[src/rtl/ctrl_map_pkg.sv]
// ---------------------------------------------------------------------------
// ctrl_map_pkg
// Purpose : Shared view of the accelerator control BRAM: word indices, CTRL
//           bit positions, descriptor geometry, the descriptor-slot to
//           control-word mapping and the layer_sequencer state encoding.
// Ports   : none (package).
// ---------------------------------------------------------------------------
package ctrl_map_pkg;

   // Control BRAM word indices
   localparam int unsigned CTRL   = 0;
   localparam int unsigned PARAM1 = 2;
   localparam int unsigned PARAM2 = 3;
   localparam int unsigned KERN0  = 4;
   localparam int unsigned KERN_N = 9;

   // CTRL word bit positions
   localparam int unsigned START     = 0;
   localparam int unsigned DONE      = 1;
   localparam int unsigned CONV      = 2;
   localparam int unsigned BNRELU    = 3;
   localparam int unsigned MAXPOOL   = 4;
   localparam int unsigned LAYER_LSB = 5;

   // Descriptor words per layer; the last one is the CTRL template
   localparam int unsigned DESC_WORDS = 12;

   typedef enum logic [2:0] {
      S_IDLE,
      S_LOAD,
      S_POLL_RD,
      S_POLL_CHK,
      S_GAP,
      S_NEXT,
      S_ABORT,
      S_ERR
   } seq_state_e;

   // Descriptor slot k -> control word index.
   // 0 -> PARAM1, 1 -> PARAM2, 2..10 -> KERN0..KERN0+KERN_N-1, 11 -> CTRL.
   function automatic logic [3:0] desc_word(input logic [3:0] k);
      logic [3:0] w;
      case (k)
         4'd0:                     w = 4'(PARAM1);
         4'd1:                     w = 4'(PARAM2);
         4'(DESC_WORDS - 1):       w = 4'(CTRL);
         default:                  w = 4'(KERN0) + (k - 4'd2);
      endcase
      return w;
   endfunction

endpackage

[src/rtl/layer_sequencer.sv]
// ---------------------------------------------------------------------------
// layer_sequencer
// Purpose : Host-side initiator on control BRAM port B. For each layer it
//           copies the 12-word descriptor into the control BRAM (CTRL last,
//           with start set), then polls CTRL until the accelerator reports
//           done. Runs i_num_layers layers back to back and reports done,
//           timeout (o_error) or abort.
// Ports   : i_clk, i_rst (async, active low)
//           i_run, i_abort, i_num_layers, i_desc_base   - host control
//           o_desc_addr / i_desc_data                    - descriptor memory (1-cycle read)
//           o_ctrl_addr (byte), o_ctrl_we, o_ctrl_data,
//           i_ctrl_data                                  - control BRAM port B (1-cycle read)
//           o_busy, o_done, o_error, o_layer             - status
// ---------------------------------------------------------------------------
module layer_sequencer
   import ctrl_map_pkg::*;
#(
   parameter int unsigned DESC_AW  = 10,
   parameter int unsigned POLL_GAP = 8,
   parameter int unsigned TIMEOUT  = 32'h00FF_FFFF
) (
   input  logic               i_clk,
   input  logic               i_rst,
   input  logic               i_run,
   input  logic               i_abort,
   input  logic [3:0]         i_num_layers,
   input  logic [DESC_AW-1:0] i_desc_base,
   output logic [DESC_AW-1:0] o_desc_addr,
   input  logic [31:0]        i_desc_data,
   output logic [5:0]         o_ctrl_addr,
   output logic               o_ctrl_we,
   output logic [31:0]        o_ctrl_data,
   input  logic [31:0]        i_ctrl_data,
   output logic               o_busy,
   output logic               o_done,
   output logic               o_error,
   output logic [3:0]         o_layer
);

   localparam int unsigned TW = (TIMEOUT < 2)  ? 1 : $clog2(TIMEOUT + 1);
   localparam int unsigned GW = (POLL_GAP < 2) ? 1 : $clog2(POLL_GAP);
   localparam logic [TW-1:0] TMO_LAST = TW'(TIMEOUT - 1);
   localparam logic [GW-1:0] GAP_LAST = GW'(POLL_GAP - 1);

   seq_state_e    state_q, state_d;
   logic [3:0]    layer_q, layer_d;
   logic [3:0]    k_q, k_d;
   logic [GW-1:0] gap_q, gap_d;
   logic [TW-1:0] tmo_q, tmo_d;
   logic          done_q, done_d;
   logic          err_q, err_d;

   logic [3:0]         ctrl_word;
   logic [DESC_AW-1:0] desc_addr;
   logic               polling;
   logic               unused_ctrl;

   // Wraps modulo 2^DESC_AW by truncation.
   assign desc_addr = DESC_AW'(32'(i_desc_base) + 32'(layer_q) * 32'd12 + 32'(k_q));
   assign polling   = (state_q == S_POLL_RD) || (state_q == S_POLL_CHK) || (state_q == S_GAP);
   assign unused_ctrl = ^i_ctrl_data[31:2];

   always_ff @(posedge i_clk or negedge i_rst) begin
      if (!i_rst) begin
         state_q <= S_IDLE;
         layer_q <= '0;
         k_q     <= '0;
         gap_q   <= '0;
         tmo_q   <= '0;
         done_q  <= 1'b0;
         err_q   <= 1'b0;
      end else begin
         state_q <= state_d;
         layer_q <= layer_d;
         k_q     <= k_d;
         gap_q   <= gap_d;
         tmo_q   <= tmo_d;
         done_q  <= done_d;
         err_q   <= err_d;
      end
   end

   always_comb begin
      state_d     = state_q;
      layer_d     = layer_q;
      k_d         = k_q;
      gap_d       = gap_q;
      tmo_d       = tmo_q;
      done_d      = 1'b0;
      err_d       = err_q;
      o_desc_addr = '0;
      ctrl_word   = '0;
      o_ctrl_we   = 1'b0;
      o_ctrl_data = '0;

      case (state_q)
         S_IDLE: begin
            if (i_run) begin
               err_d = 1'b0;
               if (i_num_layers == 4'd0) begin
                  done_d = 1'b1;
               end else begin
                  layer_d = '0;
                  k_d     = '0;
                  state_d = S_LOAD;
               end
            end
         end
         // Cycle k issues descriptor read k and writes the word read at k-1,
         // so the CTRL template (slot 11) lands in the final cycle k=12.
         S_LOAD: begin
            if (k_q < 4'(DESC_WORDS))
               o_desc_addr = desc_addr;
            if (k_q != 4'd0) begin
               o_ctrl_we = 1'b1;
               ctrl_word = desc_word(k_q - 4'd1);
               if (k_q == 4'(DESC_WORDS))
                  // Arm: keep template fields, insert layer, force done=0 start=1
                  o_ctrl_data = {i_desc_data[31:9], layer_q, i_desc_data[4:2], 1'b0, 1'b1};
               else
                  o_ctrl_data = i_desc_data;
            end
            if (k_q == 4'(DESC_WORDS)) begin
               tmo_d   = '0;
               state_d = S_POLL_RD;
            end else begin
               k_d = k_q + 4'd1;
            end
         end
         S_POLL_RD: state_d = S_POLL_CHK;
         S_POLL_CHK: begin
            if (i_ctrl_data[DONE] && !i_ctrl_data[START]) begin
               state_d = S_NEXT;
            end else begin
               gap_d   = '0;
               state_d = S_GAP;
            end
         end
         S_GAP: begin
            if (gap_q == GAP_LAST) state_d = S_POLL_RD;
            else                   gap_d   = gap_q + GW'(1);
         end
         S_NEXT: begin
            if ({1'b0, layer_q} + 5'd1 == {1'b0, i_num_layers}) begin
               done_d  = 1'b1;
               state_d = S_IDLE;
            end else begin
               layer_d = layer_q + 4'd1;
               k_d     = '0;
               state_d = S_LOAD;
            end
         end
         S_ABORT: begin
            // Disarm: word 0 <- 0 (address/data defaults are already 0)
            o_ctrl_we = 1'b1;
            state_d   = S_IDLE;
         end
         S_ERR: begin
            if (i_run) begin
               err_d = 1'b0;
               if (i_num_layers == 4'd0) begin
                  done_d  = 1'b1;
                  state_d = S_IDLE;
               end else begin
                  layer_d = '0;
                  k_d     = '0;
                  state_d = S_LOAD;
               end
            end
         end
         default: state_d = S_IDLE;
      endcase

      // Timeout spans the whole poll loop and overrides the poll decision.
      if (polling && (TIMEOUT != 0)) begin
         tmo_d = tmo_q + TW'(1);
         if (tmo_q == TMO_LAST) begin
            err_d   = 1'b1;
            state_d = S_ERR;
         end
      end

      // Abort beats everything, including a done seen in the same cycle.
      if (i_abort && (state_q != S_IDLE)) begin
         done_d  = 1'b0;
         err_d   = 1'b0;
         state_d = S_ABORT;
      end
   end

   assign o_ctrl_addr = {ctrl_word, 2'b00};
   assign o_busy      = (state_q != S_IDLE);
   assign o_done      = done_q;
   assign o_error     = err_q;
   assign o_layer     = layer_q;

endmodule

[config.mk]
export PLATFORM = sky130hd
export DESIGN_NAME = layer_sequencer
export DESIGN_NICKNAME = d
export VERILOG_FILES = /design/src/rtl/ctrl_map_pkg.sv /design/src/rtl/layer_sequencer.sv
export SDC_FILE = /design/constraint.sdc
export NUM_CORES = 1
export LEC_CHECK = 0
export ABC_CLOCK_PERIOD_IN_PS = 10600
export BUFFER_PORTS_ARGS = -buffer_cell sky130_fd_sc_hd__buf_2
export CAP_MARGIN = 0
export CORE_AREA = 2 2 93 95
export DETAILED_ROUTE_END_ITERATION = 6
export DIE_AREA = 0 0 95 97
export PLACE_DENSITY = 0.7
export REMOVE_ABC_BUFFERS = 1
export SLEW_MARGIN = 10
export SYNTH_ARGS = -nofsm -noshare
export SYNTH_HDL_FRONTEND = slang
export SYNTH_SLANG_ARGS = --single-unit
export TNS_END_PERCENT = 20
[constraint.sdc]
create_clock -name i_clk -period 10.6 [get_ports i_clk]
set_input_delay 2.65 -clock i_clk [delete_from_list [all_inputs] [get_ports i_clk]]
set_output_delay 2.65 -clock i_clk [all_outputs]
set_load 0.005 [all_outputs]
==> results_dict.tcl <==
set metrics [dict create \
    worstPathRequired_ns 7.95 \
    area_growth_pct 20.71 \
    io_pins 138 \
    path_cells "buf_2, inv_1, fa_1, inv_1, ha_1, a21oi_1, o211ai_1, a2111oi_0, o21ai_0, a21oi_1, buf_2" \
    cts_buffers 5 \
    min_from "tmo_q[23]$_DFFE_PN0P_" \
    antenna_found_initial 1 \
    first_global_vias 2932 \
    ant_nets 0 \
    ys_warn_count 0 \
    power_density_mw_per_mm2 172.1 \
    vias_per_cell 5.312 \
    cts-root-buf "clkbuf_8" \
    start_util_pct 41.22 \
    status "completed" \
    setup_violations 0 \
    hold_path.class "register to register" \
    cts_resized 0 \
    synthCells 400 \
    die-area_mm2 0.009215 \
    critPathLaunchType "input port" \
    wl_per_cell_um 13.59 \
    clock_path_buffers 2 \
    gp_congestion 0.8377 \
    r2r-end "tmo_q[10]$_DFFE_PN0P_" \
    drc 0 \
    slew_violations 0 \
    leakage_nw 2.151 \
    clkSinkCount 40 \
    synth_area_per_cell_um2 8.383 \
    postSynthRegisterBits 40 \
    final_nets 611 \
    reg2regPathDepth 7 \
    critPathCaptureType "output pin" \
    power_uw 696.5 \
    max_freq_ghz 0.1312 \
    holdPathEnd "tmo_q[23]$_DFFE_PN0P_" \
    cpLargestDelayFamily "compound AO/OA/AOI/OAI gates" \
    async_flop_share_pct 100.0 \
    critPathMaxFanout 2 \
    die_w_um 95 \
    max_stage_delay_ns 0.59 \
    whs_ns 0.4663 \
    rsz0062_at_grt "false" \
    io_buffers 105 \
    fin_worst_skew_ns 0.007387 \
    critical_path_class "input port to output pin" \
    worstPathArrival_ns 4.97 \
    drt_wl_total_mm 8.221 \
    worstSkewPairLatency_ns 0.29 \
    slew_headroom_pct 40.31 \
    hold_viol 0 \
    cts_setup_buffers 0 \
    cts.clk_slew.worst_paths_ns 0.07 \
    slowest_stage "fa_1" \
    grt_util_all_layers_pct 17.60 \
    dp.final_hpwl_mm 6.632 \
    fin_tns_setup_ns 0 \
    syn_area_mm2 0.003353 \
    cap_violations 0 \
    drive_gt1_share_pct 24.65 \
    layout_min_cycle_time_ns 7.623 \
    yosys_most_used_dff "dfrtp_1" \
    cts_tree "yes" \
    hold_buffers 0 \
    irDropWorstVdd_mv 0.1186 \
    dp_slack_ns 3.006 \
    synthDistinctLibCells 59 \
    grt_max_degree 41 \
    core_mm2 0.008134 \
    min_path_cells 1 \
    grt_pass1_wl_mm 13.18 \
    grt-ovfl-total 0 \
    synth-edff-count 0 \
    yosysSeqAreaShare_pct 29.85 \
    setup_ws_ns 2.977 \
    timing.reg2reg.setup_slack_ns 7.77 \
    via_count 3214 \
    dieHeight_um 97 \
    cts_max_level 2 \
    rows 33 \
    drtPass1Iterations 5 \
    min_period_over_period_pct 71.92 \
    path_buf_inv 4 \
    drt_iter0_markers 95 \
    regToRegStartpoint "k_q[0]$_DFFE_PN0P_" \
    worst_slew_pin_slew_ns 0.8954 \
]
cell usage in the layout (no fill, tap or decap), drive strengths merged, types with 5 or more instances in the layout:
cell	count
and2	31
inv	22
a21o	5
dfrtp	40
xnor2	9
nand3	20
ha	27
nor2	22
o31ai	7
nand4	8
o21ai	13
mux2i	11
nand2	54
buf	105
o211ai	10
clkbuf	6
nor3	12
a21oi	21
and3	10
metrics by stage:
stage / utilization (%) / cells / instance area, um2
floorplan: - / 386 / 3281
global route: 49.76 / 605 / 4048
global placement: 48.41 / 596 / 3938
finish: 49.76 / 605 / 4048
detailed placement: 48.41 / 596 / 3938
CTS: 49.73 / 604 / 4045
synth_stat cells (3+ instances only):
cell / n / area, um2
o41ai_1: 4 / 35.03
nand2_1: 54 / 202.7
or3_1: 4 / 25.02
and2_1: 31 / 193.9
dfrtp_1: 40 / 1001
o211ai_1: 9 / 67.56
nand3_1: 19 / 95.09
o31ai_1: 7 / 52.55
o21ai_0: 12 / 60.06
nor3_1: 12 / 60.06
clkbuf_1: 8 / 30.03
o21a_1: 3 / 22.52
buf_2: 4 / 20.02
a22o_1: 3 / 26.28
ha_1: 27 / 337.8
xnor2_1: 9 / 78.83
inv_1: 22 / 82.58
a21oi_1: 21 / 105.1
a21o_1: 4 / 30.03
and3_1: 10 / 62.56
mux2i_1: 11 / 110.1
nand4_1: 8 / 50.05
fa_1: 4 / 80.08
nor2b_1: 4 / 25.02
nand2b_1: 4 / 25.02
xor2_1: 4 / 35.03
nor2_1: 22 / 82.58
kinds of logic (layout without fill, tap and decap cells):
| group | after synthesis | after routing | share of synthesized area [%] |
|---|---|---|---|
| adder cells (fa/ha/maj) | 31 | 31 | 12.46 |
| AND/OR/NAND/NOR | 181 | 181 | 27.98 |
| multiplexers | 14 | 14 | 4.403 |
| other | 1 | 3 | 0.1118 |
| buffers and inverters | 37 | 135 | 4.739 |
| flip-flops | 40 | 40 | 29.85 |
| XOR/XNOR | 13 | 13 | 3.396 |
| AO/OA/AOI/OAI | 83 | 83 | 17.05 |
per-layer routing:
layer,global-route usage (%),part of all wire (%),vias up
met1,21.71,43,1473
met3,2.960,6.1,13
met4,5.909,1.9,0
met2,30.66,49,103
li1,-,-,1625
met5,0,0,-
where the power goes:
group          switching (mW)  internal [mW]
clock network          0.0519         0.0699
registers              0.0555          0.181
logic                   0.184          0.155
registers in the layout, summed over array words and instances, names as in the netlist:
| name | flops |
|---|---|
| gap_q | 3 |
| k_q | 4 |
| o_done | 1 |
| o_error | 1 |
| o_layer | 4 |
| state_q | 3 |
| tmo_q | 24 |
worst max path at each step:
stage / start / end / depth (start not counted)
2_1_floorplan: i_desc_base[2] / o_desc_addr[8] / 9
3_3_place_gp: i_desc_base[2] / o_desc_addr[8] / 11
3_5_place_dp: i_desc_base[2] / o_desc_addr[8] / 11
4_1_cts: i_desc_base[2] / o_desc_addr[8] / 11
5_1_grt: i_desc_base[2] / o_desc_addr[8] / 11
6_report: i_desc_base[2] / o_desc_addr[8] / 11
area by class of cell:
cell class	count	area [um2]
tap	105	131.4
sequential	40	1001
fill	818	4086
inverter	22	82.58
multi-input combinational	324	2197
clock buffer	6	72.57
timing repair buffer	105	525.5
antenna	1	2.502
clock inverter	2	35.03
(Power assumes the default switching activity.)
